File: src/rtl/serial_sub_if.sv
// Handshake bundle for the bit-serial subtractor: operand side (A, B, Bin)
// and result side (D, Bout, ovf), each with its own valid/ready pair.
interface serial_sub_if #(
    parameter int WIDTH = 4
);
    logic             in_valid;
    logic             in_ready;
    logic [WIDTH-1:0] A;
    logic [WIDTH-1:0] B;
    logic             Bin;
    logic             out_valid;
    logic             out_ready;
    logic [WIDTH-1:0] D;
    logic             Bout;
    logic             ovf;

    modport master (
        output in_valid, A, B, Bin, out_ready,
        input  in_ready, out_valid, D, Bout, ovf
    );

    modport slave (
        input  in_valid, A, B, Bin, out_ready,
        output in_ready, out_valid, D, Bout, ovf
    );
endinterface

File: src/rtl/serial_sub.sv
// Bit-serial subtractor: D = A - B - Bin, one bit per clock, LSB first,
// through a single registered borrow stage. All outputs are registered.
module serial_sub #(
    parameter int WIDTH = 4
) (
    input  logic         clk,
    input  logic         rst_n,
    serial_sub_if.slave  bus
);
    localparam int CW = (WIDTH > 2) ? $clog2(WIDTH) : 1;
    localparam logic [CW-1:0] LAST = CW'(WIDTH - 1);

    typedef enum logic [1:0] {
        IDLE  = 2'd0,
        SHIFT = 2'd1,
        DONE  = 2'd2
    } state_t;

    // One full-subtractor bit: {borrow_next, difference}
    function automatic logic [1:0] sub_bit(input logic a, input logic b, input logic br);
        sub_bit = {(~a & b) | (~(a ^ b) & br), a ^ b ^ br};
    endfunction

    state_t           state_r,     state_s;
    logic [WIDTH-1:0] a_sr_r,      a_sr_s;
    logic [WIDTH-1:0] b_sr_r,      b_sr_s;
    logic [WIDTH-1:0] res_sr_r,    res_sr_s;
    logic             borrow_r,    borrow_s;
    logic [CW-1:0]    cnt_r,       cnt_s;
    logic             a_msb_r,     a_msb_s;
    logic             b_msb_r,     b_msb_s;
    logic             in_ready_r,  in_ready_s;
    logic             out_valid_r, out_valid_s;
    logic [WIDTH-1:0] d_r,         d_s;
    logic             bout_r,      bout_s;
    logic             ovf_r,       ovf_s;
    logic [1:0]       bit_s;

    // State register
    always_ff @(posedge clk or negedge rst_n) begin
        if (!rst_n) begin
            state_r <= IDLE;
        end else begin
            state_r <= state_s;
        end
    end

    // Next-state, datapath and output decode
    always_comb begin
        state_s     = state_r;
        a_sr_s      = a_sr_r;
        b_sr_s      = b_sr_r;
        res_sr_s    = res_sr_r;
        borrow_s    = borrow_r;
        cnt_s       = cnt_r;
        a_msb_s     = a_msb_r;
        b_msb_s     = b_msb_r;
        in_ready_s  = in_ready_r;
        out_valid_s = out_valid_r;
        d_s         = d_r;
        bout_s      = bout_r;
        ovf_s       = ovf_r;
        bit_s       = sub_bit(a_sr_r[0], b_sr_r[0], borrow_r);

        case (state_r)
            IDLE: begin
                if (bus.in_valid && in_ready_r) begin
                    a_sr_s     = bus.A;
                    b_sr_s     = bus.B;
                    borrow_s   = bus.Bin;
                    a_msb_s    = bus.A[WIDTH-1];
                    b_msb_s    = bus.B[WIDTH-1];
                    cnt_s      = '0;
                    in_ready_s = 1'b0;
                    state_s    = SHIFT;
                end else begin
                    in_ready_s = 1'b1;
                    state_s    = IDLE;
                end
            end
            SHIFT: begin
                // Difference bits enter at the MSB so the first one ends at bit 0
                res_sr_s = {bit_s[0], res_sr_r[WIDTH-1:1]};
                a_sr_s   = {1'b0, a_sr_r[WIDTH-1:1]};
                b_sr_s   = {1'b0, b_sr_r[WIDTH-1:1]};
                borrow_s = bit_s[1];
                cnt_s    = cnt_r + CW'(1);
                if (cnt_r == LAST) begin
                    state_s = DONE;
                end else begin
                    state_s = SHIFT;
                end
            end
            DONE: begin
                if (!out_valid_r) begin
                    // First DONE cycle publishes the result; it then holds until taken
                    d_s         = res_sr_r;
                    bout_s      = borrow_r;
                    ovf_s       = (a_msb_r != b_msb_r) && (res_sr_r[WIDTH-1] != a_msb_r);
                    out_valid_s = 1'b1;
                    state_s     = DONE;
                end else if (bus.out_ready) begin
                    out_valid_s = 1'b0;
                    in_ready_s  = 1'b1;
                    state_s     = IDLE;
                end else begin
                    state_s     = DONE;
                end
            end
            default: begin
                state_s     = IDLE;
                in_ready_s  = 1'b1;
                out_valid_s = 1'b0;
            end
        endcase
    end

    // Datapath and output registers
    always_ff @(posedge clk or negedge rst_n) begin
        if (!rst_n) begin
            a_sr_r      <= '0;
            b_sr_r      <= '0;
            res_sr_r    <= '0;
            borrow_r    <= 1'b0;
            cnt_r       <= '0;
            a_msb_r     <= 1'b0;
            b_msb_r     <= 1'b0;
            in_ready_r  <= 1'b1;
            out_valid_r <= 1'b0;
            d_r         <= '0;
            bout_r      <= 1'b0;
            ovf_r       <= 1'b0;
        end else begin
            a_sr_r      <= a_sr_s;
            b_sr_r      <= b_sr_s;
            res_sr_r    <= res_sr_s;
            borrow_r    <= borrow_s;
            cnt_r       <= cnt_s;
            a_msb_r     <= a_msb_s;
            b_msb_r     <= b_msb_s;
            in_ready_r  <= in_ready_s;
            out_valid_r <= out_valid_s;
            d_r         <= d_s;
            bout_r      <= bout_s;
            ovf_r       <= ovf_s;
        end
    end

    assign bus.in_ready  = in_ready_r;
    assign bus.out_valid = out_valid_r;
    assign bus.D         = d_r;
    assign bus.Bout      = bout_r;
    assign bus.ovf       = ovf_r;
endmodule

File: src/flat_wrapper.sv
// flat-port wrapper written by rule: the top's interface ports become plain ports
module serial_sub_flat 
#(
    parameter int WIDTH = 4
)
  (clk, rst_n, bus_in_valid, bus_A, bus_B, bus_Bin, bus_out_ready, bus_in_ready, bus_out_valid, bus_D, bus_Bout, bus_ovf);
  serial_sub_if #(.WIDTH(WIDTH)) bus_i ();
  input  logic clk;
  input  logic rst_n;
  input wire logic [$bits(bus_i.in_valid)-1:0] bus_in_valid;
  input wire logic [$bits(bus_i.A)-1:0] bus_A;
  input wire logic [$bits(bus_i.B)-1:0] bus_B;
  input wire logic [$bits(bus_i.Bin)-1:0] bus_Bin;
  input wire logic [$bits(bus_i.out_ready)-1:0] bus_out_ready;
  output wire logic [$bits(bus_i.in_ready)-1:0] bus_in_ready;
  output wire logic [$bits(bus_i.out_valid)-1:0] bus_out_valid;
  output wire logic [$bits(bus_i.D)-1:0] bus_D;
  output wire logic [$bits(bus_i.Bout)-1:0] bus_Bout;
  output wire logic [$bits(bus_i.ovf)-1:0] bus_ovf;
  assign bus_i.in_valid = bus_in_valid;
  assign bus_i.A = bus_A;
  assign bus_i.B = bus_B;
  assign bus_i.Bin = bus_Bin;
  assign bus_i.out_ready = bus_out_ready;
  assign bus_in_ready = bus_i.in_ready;
  assign bus_out_valid = bus_i.out_valid;
  assign bus_D = bus_i.D;
  assign bus_Bout = bus_i.Bout;
  assign bus_ovf = bus_i.ovf;
  serial_sub #(.WIDTH(WIDTH)) u_core (.clk(clk), .rst_n(rst_n), .bus(bus_i));
endmodule
File: config.mk
export PLATFORM = sky130hd
export DESIGN_NAME = serial_sub_flat
export DESIGN_NICKNAME = d
export VERILOG_FILES = /design/src/rtl/serial_sub_if.sv /design/src/rtl/serial_sub.sv /design/src/flat_wrapper.sv
export SDC_FILE = /design/constraint.sdc
export NUM_CORES = 1
export LEC_CHECK = 0
export CAP_MARGIN = 20
export CELL_PAD_IN_SITES_DETAIL_PLACEMENT = 0
export CELL_PAD_IN_SITES_GLOBAL_PLACEMENT = 1
export CORE_MARGIN = 1.5
export CORE_UTILIZATION = 43
export DETAILED_ROUTE_END_ITERATION = 7
export PLACE_DENSITY = 0.85
export SETUP_SLACK_MARGIN = 0.05
export SLEW_MARGIN = 10
export SYNTH_ARGS = -nofsm -noshare
export SYNTH_HDL_FRONTEND = slang
export SYNTH_SLANG_ARGS = --single-unit
export TNS_END_PERCENT = 20
File: constraint.sdc
create_clock -name clk -period 2.8 [get_ports clk]
set_input_delay 0.56 -clock clk [delete_from_list [all_inputs] [get_ports clk]]
set_output_delay 0.56 -clock clk [all_outputs]
set_load 0.01 [all_outputs]
==> results.py <==
metrics = {
    "timing": {
        "setup_viol": 0,
        "fmax_mhz": 484,
        "grt_setup_unrepaired": "false",
        "worst_pin_slew_ps": 582,
        "finalCritPeriodShare_pct": 73.7,
        "tns_ps": 0,
        "slew_headroom_pct": 61.1,
        "hold_violations": 0,
        "fin_skew_ps": 15.3,
        "slew_viol_final": 0,
        "fin_crit_ps": 2060,
    },
    "die": {
        "core-area_mm2": 0.00271,
        "fp.dieH_um": 56.2,
        "die_x_um": 56.2,
        "dieArea_mm2": 0.00316,
        "ios": 21,
        "rows": 19,
        "start_util_pct": 45.0,
    },
    "drt": {
        "wl_um": 2470,
        "vias_per_cell": 5.65,
        "routedWlPerCell_um": 15.1,
        "ant_nets": 0,
        "via_count": 926,
        "first_pass_iters": 4,
        "drc": 0,
        "first_iter_violations": 24,
    },
    "clock_network": {
        "cts_made_buffers": 3,
        "postCtsSetupRepairBufs": 0,
        "cts_resized": 0,
        "clockBufferDepth": 2,
        "clock_tree.htree_level_count": 1,
        "hold_buffers": 0,
        "clk_latency_ps": 340,
        "tritoncts": "built",
        "cts_num_sinks": 27,
        "clk_pin_slew_worst_paths_ps": 140,
        "cts_root_buf": "clkbuf_4",
    },
    "place": {
        "dpl_cell_area_mm2": 0.00143,
        "dp_hpwl_um": 1760,
        "gp_congestion": 0.714,
        "port_buffers": 20,
    },
    "final_layout": {
        "syn_to_final_growth_pct": 19.9,
        "drive_gt1_share_pct": 11.3,
        "diodes": 0,
        "n_fill_cell": 260,
        "stdcell_area_mm2": 0.00146,
        "utilization_pct": 53.9,
        "final_nets": 149,
    },
    "grt": {
        "overflow": 0,
        "grt.total_usage_pct": 17.4,
        "grt_pass1_wl_um": 4240,
        "grt_max_degree": 16,
        "grt_pass1_vias": 927,
        "antenna_found_initial": 0,
    },
    "power_and_ir_drop": {
        "power_mw": 1.66,
        "power.density_mw_per_mm2": 1140,
        "power.leakage_nw": 0.647,
        "ir_worst_vdd_mv": 0.754,
    },
    "setup_path": {
        "worst_path_largest_cell_delay_ps": 620,
        "cp_data_arrival_time_ps": 1500,
        "path_max_fanout": 6,
        "cp_slowest_cell": "dfstp_2",
        "crit_path_end_kind": "output pin",
        "crit_type": "reg2out",
        "critPathTopFamily": "flip-flops",
        "cp-start-kind": "register",
        "critPathBufInv": 1,
        "cp_cell_sequence": "clkdlybuf4s50_1",
        "worstPathRequired_ps": 2240,
    },
    "logic_synthesis": {
        "ys_ff_latch": 27,
        "yosysWarnings": 0,
        "ys_types": 28,
        "synth_edf_count": 0,
        "synthCells": 113,
        "ys.flop_type": "dfrtp_1",
        "async_reset_ff_share_pct": 100,
        "syn_area_mm2": 0.00122,
        "synthTopCellsByArea": "dfrtp_1, o22ai_1, nand2_1",
        "synth_common_cells": "dfrtp_1, nand2_1, o22ai_1",
        "yosysTopAreaCell": "dfrtp_1",
        "syn_area_per_cell_um2": 10.8,
        "synth_most_common_cell": "dfrtp_1",
        "yosysSeqAreaShare_pct": 55.5,
        "synth_top_area_share_pct": 53.4,
        "syn_nets": 128,
    },
    "job": {
        "drv_cap": 0,
    },
    "status": {
        "outcome": "completed",
    },
    "hold_path": {
        "hold_class": "reg2reg",
    },
}
[sequential cells by signal, indices dropped and copies added, names as in the netlist]
| name | cells |
|---|---|
| u_core.a_sr_r | 4 |
| u_core.b_sr_r | 4 |
| u_core.bus.D | 4 |
| u_core.res_sr_r | 4 |
| u_core.cnt_r | 2 |
| u_core.state_r | 2 |
| u_core.a_msb_r | 1 |
| u_core.b_msb_r | 1 |
| u_core.borrow_r | 1 |
| u_core.bus.Bout | 1 |
| u_core.bus.in_ready | 1 |
| u_core.bus.out_valid | 1 |
| u_core.bus.ovf | 1 |
[layer usage]
| layer | vias up | routed length (µm) | global-route usage, % |
|---|---|---|---|
| met4 | 0 | 43 | 6.12 |
| li1 | 442 | - | - |
| met3 | 6 | 82 | 3.26 |
| met5 | - | 0 | 0 |
| met2 | 19 | 1130 | 27.4 |
| met1 | 459 | 1220 | 24.3 |
[worst reg2reg max path: stages (launching register included)]
cell	delay [ps]
dfstp_2	620
and2_1	400
o21ai_0	180
mux2_2	290
[through the flow]
stage	std cells	hold slack (ps)	setup slack, ps
finish	164	487	736
global route	164	528	679
CTS	164	491	722
detailed placement	160	457	716
global placement	160	457	791
floorplan	113	264	1510
[path summary, 6_finish.rpt]
kind / endpoint / from / slack, ps / cells past startpoint
max: bus_in_ready / u_core.bus.in_ready$_DFFE_PN1P_ / 740 / 1
min: u_core.res_sr_r[0]$_DFFE_PN0P_ / u_core.res_sr_r[0]$_DFFE_PN0P_ / 490 / 2
max reg2reg: u_core.cnt_r[0]$_DFFE_PN0P_ / u_core.bus.in_ready$_DFFE_PN1P_ / 1230 / 3
min reg2reg: u_core.res_sr_r[0]$_DFFE_PN0P_ / u_core.res_sr_r[0]$_DFFE_PN0P_ / 490 / 2
max in group asynchronous: u_core.bus.ovf$_DFFE_PN0P_ / rst_n / 1600 / 2
min in group asynchronous: u_core.b_msb_r$_DFFE_PN0P_ / rst_n / 560 / 1
[cell type report]
cell class | count | area (µm²) | area share [%]
flip-flops and latches | 27 | 677 | 46.3
inverters | 8 | 30.0 | 2.05
clock inverters | 1 | 5.00 | 0.342
repair buffers | 21 | 208 | 14.2
multi-input cells | 73 | 480 | 32.9
clock buffers | 3 | 22.5 | 1.54
well taps | 31 | 38.8 | 2.65
[cells by family after synthesis]
group	after synthesis	synth area share (%)
adders and majority gates	2	2.67
DFF	27	55.5
and+or+nand+nor	31	14.1
muxes	6	5.54
AOI/OAI and AO/OA	34	17.1
buffers and inverters	13	5.03
[power breakdown]
part | switching, mW | total, mW | leakage (nW) | internal [mW]
clock | 0.121 | 0.174 | 0.0177 | 0.0538
sequential | 0.180 | 0.763 | 0.329 | 0.583
combinational | 0.360 | 0.726 | 0.300 | 0.367
total | 0.660 | 1.66 | 0.647 | 1.00
[cells in the final DEF, fill, tap and decap left out]
cell type,count
dfrtp_1,26
mux2_2,6
nor3b_4,1
a31oi_1,1
fa_1,1
and2_1,1
clkbuf_4,3
clkdlybuf4s50_1,20
nor2_1,2
o21ai_0,4
nand3_1,1
a22o_1,2
inv_1,8
nor2b_1,2
a21boi_0,1
o311ai_0,2
or2b_1,1
nand3b_4,1
nand2_1,20
clkinv_2,1
o22a_1,1
dfstp_2,1
ha_1,1
a21oi_1,10
buf_4,1
or3_1,1
and4bb_2,1
o22ai_1,13
(Power assumes the default switching activity.)
